$ cat config.mk
export PLATFORM = sky130hd
export DESIGN_NAME = seg_scan_mux
export DESIGN_NICKNAME = d
export VERILOG_FILES = /design/src/rtl/seg_scan_mux.sv
export SDC_FILE = /design/constraint.sdc
export NUM_CORES = 1
export LEC_CHECK = 0
export BUFFER_PORTS_ARGS = -buffer_cell sky130_fd_sc_hd__buf_2
export CAP_MARGIN = 25
export CORE_MARGIN = 3
export CORE_UTILIZATION = 43
export CTS_BUF_LIST = sky130_fd_sc_hd__clkbuf_8
export DETAILED_ROUTE_END_ITERATION = 8
export GPL_TIMING_DRIVEN = 1
export PLACE_DENSITY = 0.73
export SLEW_MARGIN = 20
export SYNTH_ARGS = -nofsm -noshare
export SYNTH_HDL_FRONTEND = slang
export SYNTH_SLANG_ARGS = --single-unit
$ cat constraint.sdc
create_clock -name clk -period 2.1 [get_ports clk]
set_clock_uncertainty 0.05 [all_clocks]
set_input_delay 0.105 -clock clk [delete_from_list [all_inputs] [get_ports clk]]
set_output_delay 0.105 -clock clk [all_outputs]
set_load 0.1 [all_outputs]
$ cat src/rtl/seg_scan_mux.sv
// Time-multiplexed 7-segment driver: per-digit dwell with anode dead time,
// hex decode, decimal point, blanking and frame-synchronous blinking.
module seg_scan_mux #(
  parameter int NUM_DIGITS   = 4,
  parameter int SCAN_DIV     = 100000,
  parameter int DEADTIME     = 2000,
  parameter int BLINK_FRAMES = 128
) (
  input  logic                      clk,
  input  logic                      reset,
  input  logic                      enable,
  input  logic [4*NUM_DIGITS-1:0]   digits,
  input  logic [NUM_DIGITS-1:0]     dp_in,
  input  logic [NUM_DIGITS-1:0]     blank_mask,
  input  logic [NUM_DIGITS-1:0]     blink_mask,
  output logic [6:0]                seg,
  output logic                      dp,
  output logic [NUM_DIGITS-1:0]     an,
  output logic                      frame_tick
);

  localparam int CNT_W = $clog2(SCAN_DIV);
  localparam int IDX_W = (NUM_DIGITS > 1) ? $clog2(NUM_DIGITS) : 1;
  localparam int FRM_W = (BLINK_FRAMES > 1) ? $clog2(BLINK_FRAMES) : 1;

  localparam logic [CNT_W-1:0] CNT_LAST = CNT_W'(SCAN_DIV - 1);
  localparam logic [CNT_W-1:0] CNT_DEAD = CNT_W'(DEADTIME);
  localparam logic [IDX_W-1:0] IDX_LAST = IDX_W'(NUM_DIGITS - 1);
  localparam logic [FRM_W-1:0] FRM_LAST = FRM_W'(BLINK_FRAMES - 1);

  logic [CNT_W-1:0]      cnt;
  logic [IDX_W-1:0]      idx;
  logic [FRM_W-1:0]      frame_cnt;
  logic                  blink_phase;

  logic                  slot_end;
  logic                  frame_end;
  logic [3:0]            cur_digit;
  logic                  cur_dp;
  logic [NUM_DIGITS-1:0] an_next;

  function automatic logic [6:0] hex7(input logic [3:0] v);
    logic [6:0] s;
    case (v)
      4'h0: s = 7'b1000000;
      4'h1: s = 7'b1111001;
      4'h2: s = 7'b0100100;
      4'h3: s = 7'b0110000;
      4'h4: s = 7'b0011001;
      4'h5: s = 7'b0010010;
      4'h6: s = 7'b0000010;
      4'h7: s = 7'b1111000;
      4'h8: s = 7'b0000000;
      4'h9: s = 7'b0010000;
      4'hA: s = 7'b0001000;
      4'hB: s = 7'b0000011;
      4'hC: s = 7'b1000110;
      4'hD: s = 7'b0100001;
      4'hE: s = 7'b0000110;
      default: s = 7'b0001110;
    endcase
    return s;
  endfunction

  assign slot_end  = enable && (cnt == CNT_LAST);
  assign frame_end = slot_end && (idx == IDX_LAST);

  // Walk the digits rather than slicing by idx so non-power-of-two digit
  // counts never index past the input vectors.
  always_comb begin
    cur_digit = '0;
    cur_dp    = 1'b0;
    an_next   = '1;
    for (int unsigned k = 0; k < NUM_DIGITS; k++) begin
      if (idx == IDX_W'(k)) begin
        cur_digit = digits[4*k +: 4];
        cur_dp    = dp_in[k];
        if (enable && (cnt >= CNT_DEAD) && !blank_mask[k] &&
            !(blink_mask[k] && blink_phase))
          an_next[k] = 1'b0;
      end
    end
  end

  always_ff @(posedge clk) begin
    if (reset) begin
      cnt         <= '0;
      idx         <= '0;
      frame_cnt   <= '0;
      blink_phase <= 1'b0;
      an          <= '1;
      seg         <= 7'h7F;
      dp          <= 1'b1;
      frame_tick  <= 1'b0;
    end else begin
      if (enable) begin
        if (slot_end) begin
          cnt <= '0;
          idx <= (idx == IDX_LAST) ? '0 : idx + IDX_W'(1);
        end else begin
          cnt <= cnt + CNT_W'(1);
        end
      end
      // Toggle lands on the same edge as the idx wrap, so the new phase
      // already applies to the first slot of the next frame.
      if (frame_end) begin
        if (frame_cnt == FRM_LAST) begin
          frame_cnt   <= '0;
          blink_phase <= ~blink_phase;
        end else begin
          frame_cnt <= frame_cnt + FRM_W'(1);
        end
      end
      an         <= an_next;
      seg        <= hex7(cur_digit);
      dp         <= ~cur_dp;
      frame_tick <= frame_end;
    end
  end

endmodule

* After elaboration in Yosys (flattened, before gate mapping) *
Memory sizes are Yosys's and may differ from the RTL's. A register that Yosys moved wholly into a read port is not among the register bits.
Index checks and enable logic that the tools add are counted.

storage, ports and cells
  register bits after elaboration = 33
  memory bits (read-only) = 112
  output and inout port bits = 13
  logic and storage cells = 71
  memories = 1

memories
  name             depth  width  rd ports  clocked after Yosys merged registers in  wr ports  RTL line  text
  (no name shown)  16     7      1         1                                        0         44        case (v)

cells by class
  $add $sub $neg = 3
  magnitude comparators = 1
  eq/ne operators = 5
  multiplexer cells = 15
  bitwise operators = 6
  reductions and logical operators = 30

operators by type and width
  kind                                                                 count
  adder 17 x 1 -> 17 bit, second input constant                        1
  equality test 17 bit, second input constant                          1
  greater-or-equal comparator 17 x 11 -> 1 bit, second input constant  1
  2-to-1 mux 17 bit                                                    1
  2-to-1 mux 4 bit                                                     4
  logical AND 1 bit                                                    15
  logical NOT 1 bit                                                    8
  2-to-1 mux 1 bit                                                     8
  OR reduction 2 bit                                                   4
  adder 7 x 1 -> 7 bit, second input constant                          1
  equality test 7 bit, second input constant                           1
  2-to-1 mux 7 bit                                                     1
  NOT 1 bit                                                            6
  equality test 2 bit, second input constant                           2
  AND reduction 2 bit                                                  2
  adder 2 x 1 -> 2 bit, second input constant                          1
  equality test 2 x 1 -> 1 bit, second input constant                  1
  logical NOT 2 bit                                                    1
  2-to-1 mux 2 bit                                                     1

* Logic depth before layout (Yosys ltp) *
  word-level depth = 6
  depth in mapped cells = 11

* Worst setup path before layout *
OpenSTA, ideal clock, no wires.

  path type = reg2reg
  from = register idx[0]
  to = register seg[5]
  library setup time = 0.120 ns
  arrival = 2.095 ns
  required time = 1.930 ns
  setup slack = -0.165 ns
  cell stages (with the launch flop) = 10
  buffers on the path = 0
  period minus slack after synthesis = 2.265 ns
  path through = dfxtp_1 inv_1 ha_1 nor2_1 o211ai_1 o211ai_1 inv_1 ha_1 mux2_2 a211o_1

between the ends
  cells in the longest elaborated chain, start to end = 5
  elaborated cells between the ends (all ways) = 8
  classes of those cells = eq/ne (3); mux (4); reduce/logical (1)

ends and longest elaborated chain
  what                           RTL line  text
  from (decl)                    32        logic [IDX_W-1:0] idx;
  from (signal assigned)         99        idx <= (idx == IDX_LAST) ? '0 : idx + IDX_W'(1);
  logical NOT 2 bit              75        if (idx == IDX_W'(k)) begin
  2-to-1 mux 4 bit (3 in a row)  75
  2-to-1 mux 4 bit *             75
  to (decl)                      16        output logic [6:0] seg,

Mark *: on every way between the ends. The rest lies on a longest branch, timed or not.
A chain may end at the register's enable or synchronous reset.

* Worst setup path after layout *
  from = register cnt[14]
  to = register an[2]

between the ends
  cells in the longest elaborated chain, start to end = 5

ends and longest elaborated chain
  what                                          RTL line  text
  from (decl)                                   31        logic [CNT_W-1:0] cnt;
  from (signal assigned)                        101       cnt <= cnt + CNT_W'(1);
  greater-or-equal comparator 17 x 11 -> 1 bit  78        if (enable && (cnt >= CNT_DEAD) && !blank_mask[k] &&
  logical AND 1 bit (3 in a row)                78
  2-to-1 mux 1 bit                              78
  to (signal assigned)                          114       an <= an_next;
  to (decl)                                     18        output logic [NUM_DIGITS-1:0] an,

Every way passes these cells.

==> summary.md <==
After synthesis, the share of flip-flops with an asynchronous set or reset is 0%. The data required time of the critical path was 2.29 ns. The run gives -0.00640 ns as the worst-case hold slack. The tree is rooted in a sky130_fd_sc_hd__clkbuf_8. The number of antenna diodes in the final layout is 0. For the worst-skew pair, the clock arrives at the later sink with an insertion delay of 0.29 ns.

The highest fanout seen on the critical path was 4. The via count of the routed design came out at 2089. Measured on the finished design, the core utilization comes to 62.8%. The run gives 2 as the number of buffers between clock root and the deepest sink. The count of buffers from port buffering was 43. STA classifies the critical path endpoint as a register. In this run the number of H-tree levels came out at 2. The post-route standard cell area excluding fillers came out at 0.00298 sq mm. The largest delay contributor family on the critical path is simple AND/OR/NAND/NOR gates. For this design the static power due to leakage is 1.16 nW.

The run gives 0 as the number of antenna violations at the first check in global routing. The cell type of the slowest stage on the worst timing path was sky130_fd_sc_hd__or4_2. The logs give 0 for the number of remaining DRC errors and 0.00260 sq mm for the cell area reported after detailed placement.

For this run, the slowest stage of the critical path takes 0.61 ns. The overall fraction of global-route tracks in use came out at 17.5%. For this design the ratio of total power to cell area is 522 mW/mm^2. For the number of top-level pins, the log shows 44. The remaining number of nets flagged by the antenna check after routing is 0, and the post-detailed-route wirelength per cell is 13.1 um. The run gives -0.0196 ns as the worst setup margin. The final reports fail on negative hold slack, negative setup slack. The tools report the number of clock sinks seen by CTS as 40. The core region is 0.00475 sq mm. Dividing the synthesized area by the synthesized cell count gives 8.39 sq um. Traced cell by cell, the critical path runs through or4_4 -> buf_4 -> or4_2 -> and3_1 -> nand4b_1.

After synthesis, the largest area contributor takes up 37.4% of total cell area. Class of the most critical setup path: register to register. The first TritonRoute pass finished after 4 iterations. The worst setup path is launched from a register. Measured against its own limit, the worst slew margin works out to 67.6%. The run finished, with violations left.

Of the available clock period, the critical path in the final layout requires 101%. Across the VDD grid, the largest voltage drop is 0.286 mV. The tightest min-delay check is of the primary input to register type.

For the number of violations reported at the end of detailed-routing iteration 0, the log shows 122. Counting distinct cell types in the post-synthesis netlist gives 44. The total setup violations reported at the end of the flow is 3, and the peak clock frequency supported by timing is 0.472 GHz. In this run the horizontal extent of the chip is 76.5 um. The tools report the number of global-route vias before repair as 1914. By area the synthesized netlist is led by sky130_fd_sc_hd__dfxtp_1, sky130_fd_sc_hd__ha_1, sky130_fd_sc_hd__nor2_1. Clock-pin slew of the registers on the worst-case setup and hold paths: 0.08 ns. The congestion estimate from routability-driven global placement came to 0.836. Total number of placement rows: 25. In this run, synthesis inferred 0 flip-flops with an integrated enable. The post-layout net count came out at 379. First-pass GRT wire length: 8560 um. Number of nets in the synthesized netlist: 299. For this configuration, the core starts out at a cell density of 45.0%. Wires add up to 5270 um.

The combined buffer and inverter count along the critical path is 1, and the yosys synthesis warning count is 0. The placed wire-length estimate after detailed placement is 3630 um, and the final count of pins violating max slew is 0. Relative to the synthesized area, the layout overhead comes to 39.6%. The largest net degree at the start of global routing came out at 24.

The mapped netlist covers 0.00214 sq mm. TritonCTS built the clock tree. The run gives 0.00586 sq mm as the die footprint.

The minimum setup slack after placement was 0.0112 ns; the clock period minus worst slack was 2.12 ns. Of all cell types, the one taking the most synthesized area is sky130_fd_sc_hd__dfxtp_1. Data arrives at the worst endpoint at 2.31 ns. Clock tree synthesis inserted a total of 5 buffers.

Setup repair after global routing could not meet its margin everywhere. Fill cells in the final layout number 401. The flip-flop and latch count after synthesis is 40. The run gives 255 as the number of instances in the synthesized netlist. Max-cap violations in this run came to 0. For the pin with the worst max-slew slack, the measured transition is 0.490 ns.

For this run, the leading register cell type out of synthesis is sky130_fd_sc_hd__dfxtp_1. The count of final hold-check violations was 1; the sequential area share after synthesis was 37.4%. After detailed routing, the number of vias per cell comes to 5.18.

The total overflow left after global routing is 0. The floorplan step set the die height to 76.5 um. Cells with a size suffix above 1 make up 36.3% of the layout.
==> timing repair <==
item | 4_1_cts | 5_1_grt
endpoints found under the setup margin | 3 | 13
resized for setup | 9 | 26
pin swaps | 3 | 17
hold endpoints to repair | 4 | 0
buffers inserted | 3 | 6
hold buffers | 6 | 0
==> synth_stat cells, drive strengths merged (7+ instances only) <==
master and instances:
nand2 29, xnor2 8, a21oi 11, ha 13, o21ai 7, xor2 10
nand3 12, inv 11, dfxtp 40, nand4 10, nor2 32
==> logic make-up after synthesis <==
group                    after synthesis  synth area share (%)
AO/OA/AOI/OAI                         35                  10.3
XOR/XNOR                              18                  7.37
adder cells (fa/ha/maj)               13                  7.61
buffers and inverters                 18                  3.22
flip-flops                            40                  37.4
multiplexers                           6                  2.93
AND/OR/NAND/NOR                      125                  31.1
==> layout make-up <==
cell class	count	area (sq um)	area share, %
clock buffers	6	82.6	2.77
clock inverters	2	11.3	0.377
inverters	11	46.3	1.55
multi-input cells	197	1440	48.3
flip-flops and latches	40	810	27.1
well taps	67	83.8	2.81
repair buffers	80	508	17.0
==> stage by stage <==
stage	cells	total power, mW	hold slack (ns)	setup TNS [ns]
2_1_floorplan	255	0.958	0.161	0
3_3_place_gp	380	1.02	0.258	0
3_5_place_dp	380	1.02	0.261	0
4_1_cts	397	1.55	0.000763	-0.0103
5_1_grt	403	1.62	0.00743	-0.339
6_report	403	1.56	-0.00640	-0.0559
==> state kept, by name (all words and copies together), names as in the netlist <==
register     flops
cnt             17
frame_cnt        7
seg              7
an               4
idx              2
blink_phase      1
dp               1
frame_tick       1
==> where the power goes <==
group	leakage [nW]	total (mW)	internal, mW	switching, mW
Combinational	0.789	0.253	0.0844	0.169
Clock	0.0486	0.529	0.262	0.267
Sequential	0.328	0.776	0.771	0.00525
Total	1.16	1.56	1.12	0.441
==> final timing paths <==
kind / from / endpoint / slack, ns / cells past startpoint
max: cnt[14] / an[2] / -0.02 / 5
max reg2reg: cnt[14] / an[2] / -0.02 / 5
min reg2reg: frame_cnt[6] / frame_cnt[6] / 0.45 / 2
min: blink_mask[1] / an[1] / -0.006 / 3
==> per-layer routing <==
layer	part of all wire [%]	vias to the layer above	track usage, %
li1	-	1056	-
met3	5.7	6	4.26
met5	0	-	0
met2	46	58	28.4
met4	1.0	0	5.43
met1	47	969	23.0
==> worst register-to-register path, delay by kind of cell, from the launching register on <==
family	cells	cell delay, ns
and+or+nand+nor	4	1.52
DFF	1	0.33
buffers and inverters	1	0.17
==> cell usage in the layout (no fill, tap or decap), types with 4 or more instances in the layout <==
cell                            count
sky130_fd_sc_hd__buf_2             43
sky130_fd_sc_hd__dfxtp_1           37
sky130_fd_sc_hd__buf_4             31
sky130_fd_sc_hd__nand2_1           29
sky130_fd_sc_hd__nor2_1            29
sky130_fd_sc_hd__nand4_1           10
sky130_fd_sc_hd__a21oi_1           10
sky130_fd_sc_hd__xor2_1            10
sky130_fd_sc_hd__nand3_1            9
sky130_fd_sc_hd__inv_1              8
sky130_fd_sc_hd__xnor2_1            8
sky130_fd_sc_hd__o21ai_0            6
sky130_fd_sc_hd__ha_4               6
sky130_fd_sc_hd__clkbuf_8           6
sky130_fd_sc_hd__dlygate4sd3_1      6
sky130_fd_sc_hd__nand2b_1           5
sky130_fd_sc_hd__nor3_1             5
sky130_fd_sc_hd__ha_1               5
sky130_fd_sc_hd__o211ai_1           4
sky130_fd_sc_hd__nand3b_1           4
sky130_fd_sc_hd__nand4b_1           4
sky130_fd_sc_hd__mux2i_1            4
Power figures use the tool's default switching activity.
